===== config.mk =====
export PLATFORM = sky130hd
export DESIGN_NAME = line_fill_ctl
export DESIGN_NICKNAME = d
export VERILOG_FILES = /design/src/rtl/line_fill_pkg.sv /design/src/rtl/line_fill_unpack.sv /design/src/rtl/line_fill_ctl.sv
export SDC_FILE = /design/constraint.sdc
export NUM_CORES = 1
export LEC_CHECK = 0
export ABC_AREA = 1
export CORE_MARGIN = 5
export CORE_UTILIZATION = 45
export DETAILED_ROUTE_END_ITERATION = 6
export HOLD_SLACK_MARGIN = 0.06
export PLACE_DENSITY = 0.79
export SYNTH_ARGS = -nofsm -noshare
export SYNTH_HDL_FRONTEND = slang
export SYNTH_SLANG_ARGS = --single-unit

===== constraint.sdc =====
create_clock -name i_clk -period 1.75 [get_ports i_clk]
set_input_delay 0.175 -clock i_clk [delete_from_list [all_inputs] [get_ports i_clk]]
set_output_delay 0.175 -clock i_clk [all_outputs]
set_load 0.01 [all_outputs]

===== src/rtl/line_fill_pkg.sv =====
// line_fill_pkg: AXI read constants and FSM encoding shared by the line fill engine.
package line_fill_pkg;
  localparam int H_PIX_DEF = 640;
  localparam logic [2:0] ARSIZE_4B = 3'b010;
  localparam logic [1:0] ARBURST_INCR = 2'b01;
  localparam logic [1:0] RRESP_OKAY = 2'b00;
  typedef enum logic [1:0] {S_IDLE, S_ADDR, S_DATA, S_FLUSH} state_t;
endpackage


===== src/rtl/line_fill_unpack.sv =====
// line_fill_unpack: splits each 32-bit beat into two registered 16-bit line-buffer writes,
// holding the odd pixel for one cycle and gating RREADY while it is pending.
module line_fill_unpack
  import line_fill_pkg::*;
(
  input  logic        i_clk,
  input  logic        i_rst_n,
  input  logic        i_clr,
  input  logic        i_active,
  input  logic        i_rvalid,
  input  logic [31:0] i_rdata,
  output logic        o_rready,
  output logic        o_beat,
  output logic        o_pending,
  output logic [9:0]  o_wr_addr,
  output logic [15:0] o_wr_data,
  output logic        o_wr_en
);
  logic        r_pend;
  logic [15:0] r_odd;
  logic [9:0]  r_pix;
  logic [9:0]  r_wr_addr;
  logic [15:0] r_wr_data;
  logic        r_wr_en;
  logic        w_beat;

  assign o_rready  = i_active & ~r_pend;
  assign w_beat    = o_rready & i_rvalid;
  assign o_beat    = w_beat;
  assign o_pending = r_pend;
  assign o_wr_addr = r_wr_addr;
  assign o_wr_data = r_wr_data;
  assign o_wr_en   = r_wr_en;

  always_ff @(posedge i_clk or negedge i_rst_n)
    if (!i_rst_n) begin
      r_pend    <= 1'b0;
      r_odd     <= '0;
      r_pix     <= '0;
      r_wr_addr <= '0;
      r_wr_data <= '0;
      r_wr_en   <= 1'b0;
    end else begin
      r_wr_en <= w_beat | r_pend;
      if (w_beat) begin
        r_wr_data <= i_rdata[15:0];
        r_odd     <= i_rdata[31:16];
        r_pend    <= 1'b1;
      end else if (r_pend) begin
        r_wr_data <= r_odd;
        r_pend    <= 1'b0;
      end
      if (w_beat | r_pend) begin
        r_wr_addr <= r_pix;
        r_pix     <= r_pix + 10'd1;
      end
      if (i_clr) r_pix <= '0;
    end
endmodule


===== src/rtl/line_fill_ctl.sv =====
// line_fill_ctl: fetches one RGB565 display line over AXI4 read bursts and streams it,
// one pixel per clock, into the line buffer write port.
module line_fill_ctl
  import line_fill_pkg::*;
#(
  parameter int H_PIX       = H_PIX_DEF,
  parameter int BURST_LEN   = 16,
  parameter int LINE_STRIDE = 1280
) (
  input  logic        i_clk,
  input  logic        i_rst_n,
  input  logic [31:0] i_fb_base,
  input  logic        i_line_start,
  input  logic [8:0]  i_line_num,
  output logic [31:0] o_araddr,
  output logic [7:0]  o_arlen,
  output logic [2:0]  o_arsize,
  output logic [1:0]  o_arburst,
  output logic        o_arvalid,
  input  logic        i_arready,
  input  logic [31:0] i_rdata,
  input  logic [1:0]  i_rresp,
  input  logic        i_rlast,
  input  logic        i_rvalid,
  output logic        o_rready,
  output logic [9:0]  o_line_wr_addr,
  output logic [15:0] o_line_wr_data,
  output logic        o_line_wr_en,
  output logic        o_busy,
  output logic        o_overrun,
  output logic        o_rd_err
);
  localparam int N_BURST = H_PIX / (2 * BURST_LEN);
  localparam int BW = N_BURST > 1 ? $clog2(N_BURST) : 1;
  localparam logic [BW-1:0] LAST_BURST = BW'(N_BURST - 1);
  localparam logic [7:0] LAST_BEAT = 8'(BURST_LEN - 1);
  localparam logic [31:0] BSTEP = 32'(BURST_LEN * 4);

  state_t        r_state;
  logic          r_arvalid;
  logic [31:0]   r_araddr;
  logic [BW-1:0] r_burst;
  logic [7:0]    r_beat;
  logic          r_overrun;
  logic          r_rd_err;
  logic          w_beat;
  logic          w_pending;
  logic          w_start;
  logic          w_unused;

  assign w_start   = (r_state == S_IDLE) & i_line_start;
  // RLAST is redundant with the beat counter, which alone ends a burst
  assign w_unused  = i_rlast;
  assign o_araddr  = r_araddr;
  assign o_arlen   = LAST_BEAT;
  assign o_arsize  = ARSIZE_4B;
  assign o_arburst = ARBURST_INCR;
  assign o_arvalid = r_arvalid;
  assign o_busy    = r_state != S_IDLE;
  assign o_overrun = r_overrun;
  assign o_rd_err  = r_rd_err;

  line_fill_unpack u_unpack (
    .i_clk     (i_clk),
    .i_rst_n   (i_rst_n),
    .i_clr     (w_start),
    .i_active  (r_state == S_DATA),
    .i_rvalid  (i_rvalid),
    .i_rdata   (i_rdata),
    .o_rready  (o_rready),
    .o_beat    (w_beat),
    .o_pending (w_pending),
    .o_wr_addr (o_line_wr_addr),
    .o_wr_data (o_line_wr_data),
    .o_wr_en   (o_line_wr_en)
  );

  always_ff @(posedge i_clk or negedge i_rst_n)
    if (!i_rst_n) begin
      r_state   <= S_IDLE;
      r_arvalid <= 1'b0;
      r_araddr  <= '0;
      r_burst   <= '0;
      r_beat    <= '0;
      r_overrun <= 1'b0;
      r_rd_err  <= 1'b0;
    end else begin
      r_overrun <= i_line_start & (r_state != S_IDLE);
      if (w_beat && i_rresp != RRESP_OKAY) r_rd_err <= 1'b1;
      case (r_state)
        S_IDLE: if (i_line_start) begin
          r_state   <= S_ADDR;
          r_arvalid <= 1'b1;
          r_araddr  <= i_fb_base + 32'(i_line_num) * 32'(LINE_STRIDE);
          r_burst   <= '0;
          r_rd_err  <= 1'b0;
        end
        S_ADDR: if (i_arready) begin
          r_state   <= S_DATA;
          r_arvalid <= 1'b0;
          r_beat    <= '0;
        end
        S_DATA: if (w_beat) begin
          r_beat <= r_beat + 8'd1;
          if (r_beat == LAST_BEAT) begin
            if (r_burst == LAST_BURST) r_state <= S_FLUSH;
            else begin
              r_state   <= S_ADDR;
              r_arvalid <= 1'b1;
              r_araddr  <= r_araddr + BSTEP;
              r_burst   <= r_burst + BW'(1);
            end
          end
        end
        // hold until the final odd pixel has been written so Busy covers it
        default: if (!w_pending) r_state <= S_IDLE;
      endcase
    end
endmodule


# Word level (Yosys, flattened, before mapping)
# Cells that the tools add are included.
[classes]
n_addsub = 5
n_mul = 1
eq_ne = 10
muxes = 34
bitwise = 6
reduce_logical = 13
[ops]
columns = ["op", "count"]
rows = [
  ["2-to-1 mux 32 bit", 4],
  ["one-hot mux 32 bit (2 select lines)", 1],
  ["adder 32 x 20 -> 32 bit", 1],
  ["adder 32 x 7 -> 32 bit (second input constant)", 1],
  ["2-to-1 mux 16 bit", 2],
  ["2-to-1 mux 10 bit", 2],
  ["2-to-1 mux 5 bit", 4],
  ["2-to-1 mux 8 bit", 2],
  ["one-hot mux 8 bit (2 select lines)", 1],
  ["multiplier 9 x 3 -> 12 bit (second input constant)", 1],
  ["2-to-1 mux 2 bit", 6],
  ["nonzero test 2 bit", 6],
  ["adder 10 x 1 -> 10 bit (second input constant)", 1],
  ["inequality test 2 bit (second input constant)", 5],
  ["one-hot mux 5 bit (2 select lines)", 1],
  ["AND reduction 5 bit", 2],
  ["2-to-1 mux 1 bit", 9],
  ["adder 8 x 1 -> 8 bit (second input constant)", 1],
  ["equality test 8 x 4 -> 1 bit (second input constant)", 1],
  ["one-hot mux 2 bit (3 select lines)", 1],
  ["AND reduction 6 bit", 1],
  ["adder 5 x 1 -> 5 bit (second input constant)", 1],
  ["equality test 5 bit (second input constant)", 1],
  ["AND 1 bit", 4],
  ["other kinds (10)", 10],
]
[word_totals]
ff_bits = 104
in_bits = 81
output_inout_bits = 77
word_cells = 82

# Depth between registers and ports, before layout
# Gate-level depths: netlist of run 1.
[depth]
word_depth = 7
depth_mapped = 22
mapped_depth_nobuf = 22

# By module
# A second synthesis of run 1 with hierarchy kept.
[hier_totals]
cells_unflattened = 1034
area_unflattened_um2 = 7123.1
[by_module_without_submodules]
columns = ["mod", "instances", "cells_each", "area_each_um2", "seq_area_each_um2"]
rows = [
  ["line_fill_ctl", 1, 740, 4723.3, 1251.2],
  ["line_fill_unpack", 1, 294, 2399.8, 1351.3],
]

# Worst setup path after synthesis of run 1
# OpenSTA, ideal clock, no wires.
[synth_path]
kind = "in2reg"
from = "input i_line_num[1]"
to = "register r_araddr[23] (netlist: o_araddr[23])"
setup_time_ps = 116
t_arrival_ps = 2861
t_required_ps = 1634
slack_ps = -1228
path_stages = 19
n_path_buf = 0
path_cell_list = "ha_1 > ha_1 > inv_1 > fa_1 > o21ai_0 > a21oi_1 > o21bai_1 > xnor2_1 > inv_1 > ha_1 > nand2_1 > nor2_1 > and2_1 > nand2_1 > nand2_1 > xnor2_1 > nand2_1 > nand2_1 > nand2_1"
[synth_via]
elab_chain_cells = 4
[synth_lines]
columns = ["element", "line_no", "rtl"]
rows = [
  ["start, declared", "line_fill_ctl.sv:14", "input logic [8:0] i_line_num,"],
  ["multiplier 9 x 3 -> 12 bit", "line_fill_ctl.sv:94", "r_araddr <= i_fb_base + 32'(i_line_num) * 32'(LINE_STRIDE);"],
  ["adder 32 x 20 -> 32 bit", "line_fill_ctl.sv:94", ""],
  ["2-to-1 mux 32 bit", "line_fill_ctl.sv:91", "S_IDLE: if (i_line_start) begin"],
  ["one-hot mux 32 bit (2 select lines)", "line_fill_ctl.sv:90", "case (r_state)"],
  ["end signal, assigned", "line_fill_ctl.sv:94", ""],
  ["end signal, assigned", "line_fill_ctl.sv:110", "r_araddr <= r_araddr + BSTEP;"],
  ["end, declared", "line_fill_ctl.sv:41", "logic [31:0] r_araddr;"],
]
# Every way passes these cells. The select of a mux whose other input is x is not followed.
# A chain may end at the register's enable or synchronous reset.

# Worst setup path in the final report of run 1
[layout_path]
from = "input i_line_num[1]"
to = "register r_araddr[31] (netlist: o_araddr[31])"
# Same word-level chain as after synthesis.

==> summary.md, run 1 <==
| Metric | Value |
|---|---|
| Status | finished, violations left |
| Failing checks | negative setup slack |
| Most frequent cells in the layout | nand2_1, clkdlybuf4s50_1, buf_4 |
| Worst Reg-to-Reg Cells | 11 |
| Critical R2R Capture | o_araddr[11]$_DFFE_PN0P_ |
| Placed inst area | 9450 um^2 |
| Port Buffers | about 140 |
| Mapped Area | 6880 um^2 |
| Design Power | between 15 and 20 mW |
| Layout cells sized above 1 | 0.249 |
| Delay-heaviest family, CP | adder cells |
| Area Overhead vs Synth | 55.0% |
| Max cap viols | 0 |
| Worst EP arrival | 2.93 ns |
| Vias in the first global route | ~7200 |
| Synth Area in Simple Gates | 0.330 |
| Endpoints failing hold | 0 |
| Placeable Area | 15100 um^2 |
| Worst-path clk slew | approximately 0.070 ns |
| Compound-Gate Fraction of Synth Area | 0.108 |
| Max IR drop VDD | around 0.63 mV |
| Clk sinks | between 100 and 150 |
| Final Max Tran Viols | 0 |
| XOR/XNOR Fraction of Synth Area | 0.0280 |
| Final ANT Viol Nets | 0 |
| Sequential fraction of the synthesis area | 0.378 |
| Pwr Density | 1410 nW/um^2 |
| Vias per inst | 5.27 |
| Setup TNS | -14.79 ns |
| Commonest non-fill, non-tap cell in the layout | nand2_1 |
| Met2 wire length | ~12000 um |
| First-pass GRT wire length | 34000 um |
| RSZ-0062 raised after global routing | true |
| Routed length on met1 | 9020 um |
| Crit path time final | 2.65 ns |
| Highest metal used | met4 |
| Die area | approximately 18000 um^2 |
| Clock skew | slightly below 0.009 ns |
| Die height | 134 um |
| Post-Synth Adder-Cell Area | 0.0604 |
| Gr ovfl total | 0 |
| Non-Filler Instances | ~1500 |
| Smallest setup slack after layout | -0.896 ns |
| CP Buf/Inv Count | 3 |
| Gate Count Post-Synth | 1000 |
| Met3 Routed Length | roughly 1300 um |
| Avg WL per Cell | around 16 um |
| Root Buffer | clkbuf_16 |
| Seq cells post-synth | around 100 |
| Vias | slightly below 8000 |
| Nets | 1380 |
| DRC | 0 |
| Gpl congestion | 0.899 |
| Clock latency at the later pin of the worst-skew pair | approximately 0.36 ns |
| Initial antenna violation count | 0 |
| H-Tree Depth | 3 |
| Gr usage total | 0.233 |
| HP Class | in2async |
| WS Path Type | in2reg |
| Fin area | 10700 um^2 |
| Largest family of logic cells by synthesized area | simple AND/OR/NAND/NOR gates |
| Critical path launch point type | primary input |
| 1st-iter DRT viols | 563 |
| R2R Setup Slk | -0.09 ns |
| DRT Pass-1 Iters | 6 |
| Setup Viol. Count Final | 26 |
| Chip Width | 134 um |
| Initial Util | 0.456 |
| I/O Pins | 158 |
| Number of synthesis warnings | 0 |
| Synthesized area per cell | approximately 6.9 um^2 |
| CP max-delay cell | fa_2 |
| CTS tree | yes |
| Worst Path Required | 2.03 ns |
| Dpl hpwl | 15700 um |
| Post-synthesis mux area share | 0 |
| Worst path cell trace | buf_8, ha_4, ha_4, inv_2, fa_2, o21ai_2, a21oi_2, o21bai_2, xnor2_1, inv_1, ha_4, nand2_4, nor2_4, and2_4, nand2_2, nand2_2, nand2_1, nand2_1, nand3_2, a21oi_1 |
| Reg-to-Reg Start | r_state[1]$_DFFE_PN0P_ |
| Setup WS pre-CTS | -1.75 ns |
| Post-synth cell types | 39 |
| Largest net degree at the start of global routing | 35 |
| Drt total wl | 22800 um |
| Worst-path maximum fanout | 4 |
| CTS Buf Count | 9 |
| Ant. Diodes | 0 |
| Layout Utilization | 0.707 |
| Core Rows | between 40 and 50 |
| Slowest stage delay, CP | 0.34 ns |
| Clock buffer depth | 2 |
| Period utilization | 1.51 |
| Max frequency | 378 MHz |
| Worst hold slack | 0.334 ns |
| Critical path's most frequent cell | ha_4 |
| # placed instances | 1413 |
| Leak | 5.08 nW |
| Worst Setup End Kind | flop |
-- synth_stat cells (all sizes together) --
library cell | instances | area share
a21boi | 1 | 0.0011
a21oi | 57 | 0.042
a22oi | 1 | 0.0011
a31oi | 20 | 0.018
and2 | 1 | 0.00091
buf | 27 | 0.025
clkbuf | 11 | 0.0060
clkinv | 1 | 0.00055
conb | 2 | 0.0011
dfrtp | 104 | 0.38
fa | 2 | 0.0058
ha | 30 | 0.055
inv | 116 | 0.063
nand2 | 335 | 0.18
nand3 | 60 | 0.044
nand3b | 9 | 0.0098
nand4 | 10 | 0.0091
nor2 | 115 | 0.066
nor3 | 12 | 0.0095
nor4 | 7 | 0.0064
o211ai | 2 | 0.0022
o21a | 1 | 0.0011
o21ai | 47 | 0.034
o21bai | 3 | 0.0033
o31ai | 3 | 0.0047
or2 | 1 | 0.00091
xnor2 | 10 | 0.013
xor2 | 12 | 0.015
-- timing repair --
action,4_1_cts,5_1_grt
hold buffers,1,0
pin swaps,54,72
cloned,1,2
hold endpoints to repair,30,0
setup buffers,10,18
resized for setup,98,107
endpoints found under the setup margin,27,41
-- routing by layer --
| layer | GRT usage | vias to the layer above |
|---|---|---|
| li1 | - | 3719 |
| met1 | 0.277 | 3586 |
| met2 | 0.415 | 321 |
| met3 | 0.0370 | 73 |
| met4 | 0.106 | 0 |
| met5 | 0 | - |
-- area by class of cell --
| type | instances | area, um^2 |
|---|---|---|
| well taps | 188 | 235 |
| clock inverters | 6 | 57.6 |
| clock buffers | 10 | 229 |
| flip-flops and latches | 104 | 2600 |
| inverters | 117 | 452 |
| repair buffers | 283 | 2660 |
| fillers | 1138 | 4420 |
| multi-input cells | 752 | 4430 |
-- flip-flops by register name, indices dropped and copies added, names as in the netlist, 2 cells and up --
name                count
u_unpack.r_odd         16
r_beat                  8
o_araddr               32
r_burst                 5
u_unpack.r_pix         10
r_state                 2
u_unpack.o_wr_addr     10
u_unpack.o_wr_data     16
-- kinds of logic (layout without fill, tap and decap cells) --
group | count (synthesis) | after routing
DFF | 104 | 104
and+or+nand+nor | 550 | 550
other | 2 | 13
xor gates and xnor gates | 22 | 22
buffers and inverters | 155 | 416
AOI/OAI and AO/OA | 135 | 135
adders and majority gates | 32 | 32
-- where the power goes --
group / switching (mW) / leakage (nW) / internal [mW] / total (mW)
sequential: 0.659 / 1.31 / 3.30 / 3.95
clock: 1.00 / 0.141 / 1.00 / 2.01
combinational: 4.74 / 3.63 / 4.39 / 9.13
total: 6.40 / 5.08 / 8.69 / 15.1
-- worst max path at each step --
| stage | from | end | slack (ns) | depth (start not counted) |
|---|---|---|---|---|
| after global placement | i_line_num[3] | o_araddr[28]$_DFFE_PN0P_ | -1.65 | 19 |
| after floorplan | i_line_num[3] | o_araddr[28]$_DFFE_PN0P_ | -0.91 | 18 |
| after detailed placement | i_line_num[3] | o_araddr[28]$_DFFE_PN0P_ | -1.75 | 19 |
| after CTS | i_line_num[1] | o_araddr[29]$_DFFE_PN0P_ | -0.92 | 21 |
| after global routing | i_line_num[3] | o_araddr[23]$_DFFE_PN0P_ | -1.07 | 22 |
| final | i_line_num[1] | o_araddr[31]$_DFFE_PN0P_ | -0.90 | 20 |
No activity file was read; power rests on OpenSTA's default activity.
==> inputs of run 2 (changes only) <==
--- a/config.mk
+++ b/config.mk
@@ -8,6 +8,7 @@
 export ABC_AREA = 1
 export CORE_MARGIN = 5
 export CORE_UTILIZATION = 45
+export CTS_BUF_LIST = sky130_fd_sc_hd__clkbuf_8
 export DETAILED_ROUTE_END_ITERATION = 6
 export HOLD_SLACK_MARGIN = 0.06
 export PLACE_DENSITY = 0.79
==> summary.md, run 2 (synthesis results as in run 1) <==
| Metric | Value |
|---|---|
| Worst Path Required | 2.07 ns |
| Initial Util | 0.456 |
| Layout cells sized above 1 | 0.240 |
| Max cap viols | 0 |
| Dpl hpwl | 15700 um |
| First-pass GRT wire length | 33500 um |
| Sequential share of power | 0.274 |
| Root Buffer | clkbuf_8 |
| Failing checks | negative setup slack |
| Final Max Tran Viols | 0 |
| Initial antenna violation count | 0 |
| Setup TNS | -13.23 ns |
| Worst-path clk slew | 0.11 ns |
| # fillers | 1191 |
| Placeable Area | between 15000 and 20000 um^2 |
| Largest net degree at the start of global routing | 35 |
| Gr usage total | 0.228 |
| Die area | approximately 18000 um^2 |
| Clock skew | roughly 0.011 ns |
| Worst Setup End Kind | flop |
| Reg-to-Reg Start | r_state[1]$_DFFE_PN0P_ |
| Combinational share of power | 0.624 |
| Crit path time final | between 2 and 3 ns |
| H-Tree Depth | 3 |
| I/O Pins | 158 |
| Clock buffer depth | 2 |
| Pwr Density | 1380 nW/um^2 |
| Max IR drop VDD | 0.625 mV |
| Worst Reg-to-Reg Cells | 10 |
| Core Rows | 45 |
| Vias in the first global route | 7119 |
| CP Buf/Inv Count | 3 |
| Chip Width | 134 um |
| CTS Buf Count | 9 |
| Delay-heaviest family, CP | adder cells |
| Status | finished, violations left |
| Clock power share | 0.102 |
| Commonest non-fill, non-tap cell in the layout | nand2_1 |
| Critical path launch point type | primary input |
| Period utilization | 1.48 |
| Clk sinks | 104 |
| R2R Setup Slk | -0.10 ns |
| Design Power | 14.4 mW |
| Nets | between 1000 and 1500 |
| Vias | ~7600 |
| CTS tree | yes |
| Critical R2R Capture | o_araddr[29]$_DFFE_PN0P_ |
| Worst-path maximum fanout | 4 |
| CP max-delay cell | fa_2 |
| Gpl congestion | 0.899 |
| Vias per inst | ~5.2 |
| Worst EP arrival | 2.91 ns |
| Leak | 5.03 nW |
| DRT Pass-1 Iters | 5 |
| RSZ-0062 raised after global routing | true |
| P_int | 8.15 mW |
| Clock latency at the later pin of the worst-skew pair | slightly below 0.4 ns |
| Drt total wl | between 20000 and 25000 um |
| DRC | 0 |
| Avg WL per Cell | around 15 um |
| Most frequent cells in the layout | nand2_1, clkdlybuf4s50_1, buf_4 |
| Setup Viol. Count Final | 24 |
| Port Buffers | 143 |
| Net Switching | 6.27 mW |
| Worst hold slack | 0.301 ns |
| # placed instances | 1413 |
| 1st-iter DRT viols | 530 |
| Final ANT Viol Nets | 0 |
| Slowest stage delay, CP | 0.34 ns |
| Switching portion of total power | 0.435 |
| Ant. Diodes | 0 |
| WS Path Type | in2reg |
| Max FFs per register | 32 |
| Max frequency | 387 MHz |
| Area Overhead vs Synth | 52.3% |
| Gr ovfl total | 0 |
| Non-Filler Instances | 1455 |
| Smallest setup slack after layout | -0.833 ns |
| Endpoints failing hold | 0 |
| Worst path cell trace | buf_8, ha_4, ha_4, inv_2, fa_2, o21ai_2, a21oi_2, o21bai_2, xnor2_1, inv_1, ha_4, nand2_4, nor2_4, and2_1, nand2_1, nand2_2, nand2_1, nand2_1, nand3_2, a21oi_2 |
| Setup WS pre-CTS | -1.75 ns |
| Die height | 134 um |
| HP Class | in2async |
## run 2: metrics by stage
stage          area [um^2]   util
3_3_place_gp          9450  0.626
4_1_cts               9970  0.661
6_report             10500  0.695
2_1_floorplan         7110      -
3_5_place_dp          9450  0.626
5_1_grt              10500  0.695
## run 2: area by class of cell
type | count | area [um^2] | area share
Clock buffer | 9 | 124 | 0.0118
Timing Repair Buffer | 278 | 2600 | 0.248
Inverter | 117 | 452 | 0.0431
Tap cell | 188 | 235 | 0.0224
Multi-Input combinational cell | 752 | 4400 | 0.420
Sequential cell | 104 | 2600 | 0.248
Clock inverter | 7 | 61.3 | 0.00585
## run 2: routing by layer
metal / part of all wire / GRT usage
met2: 0.51 / 0.414
met4: 0.028 / 0.0829
met1: 0.40 / 0.277
met5: 0 / 0
met3: 0.054 / 0.0302
## run 2: repair_timing
item | in CTS | in global routing
setup buffers | 11 | 14
gates cloned | 1 | 1
hold endpoints to repair | 30 | 0
resized for setup | 90 | 103
pin swaps | 48 | 58
endpoints found under the setup margin | 27 | 43
hold buffers | 1 | 0
## run 2: worst max-delay path by stage
stage	start	endpoint	slack, ns	cells past startpoint
3_5_place_dp	i_line_num[3]	o_araddr[28]$_DFFE_PN0P_	-1.75	19
3_3_place_gp	i_line_num[3]	o_araddr[28]$_DFFE_PN0P_	-1.65	19
4_1_cts	i_line_num[1]	o_araddr[29]$_DFFE_PN0P_	-0.89	21
6_report	i_line_num[3]	o_araddr[31]$_DFFE_PN0P_	-0.83	20
5_1_grt	i_line_num[3]	o_araddr[23]$_DFFE_PN0P_	-1.02	20
2_1_floorplan	i_line_num[3]	o_araddr[28]$_DFFE_PN0P_	-0.91	18
## run 2: power groups by stage
stage | clock [mW] | combinational (mW) | sequential (mW)
global route | 1.60 | 9.77 | 4.06
global placement | 0 | 7.31 | 3.94
finish | 1.48 | 9.00 | 3.95
detailed placement | 0 | 7.44 | 3.98
CTS | 1.51 | 7.97 | 3.93
floorplan | 0 | 3.60 | 4.22
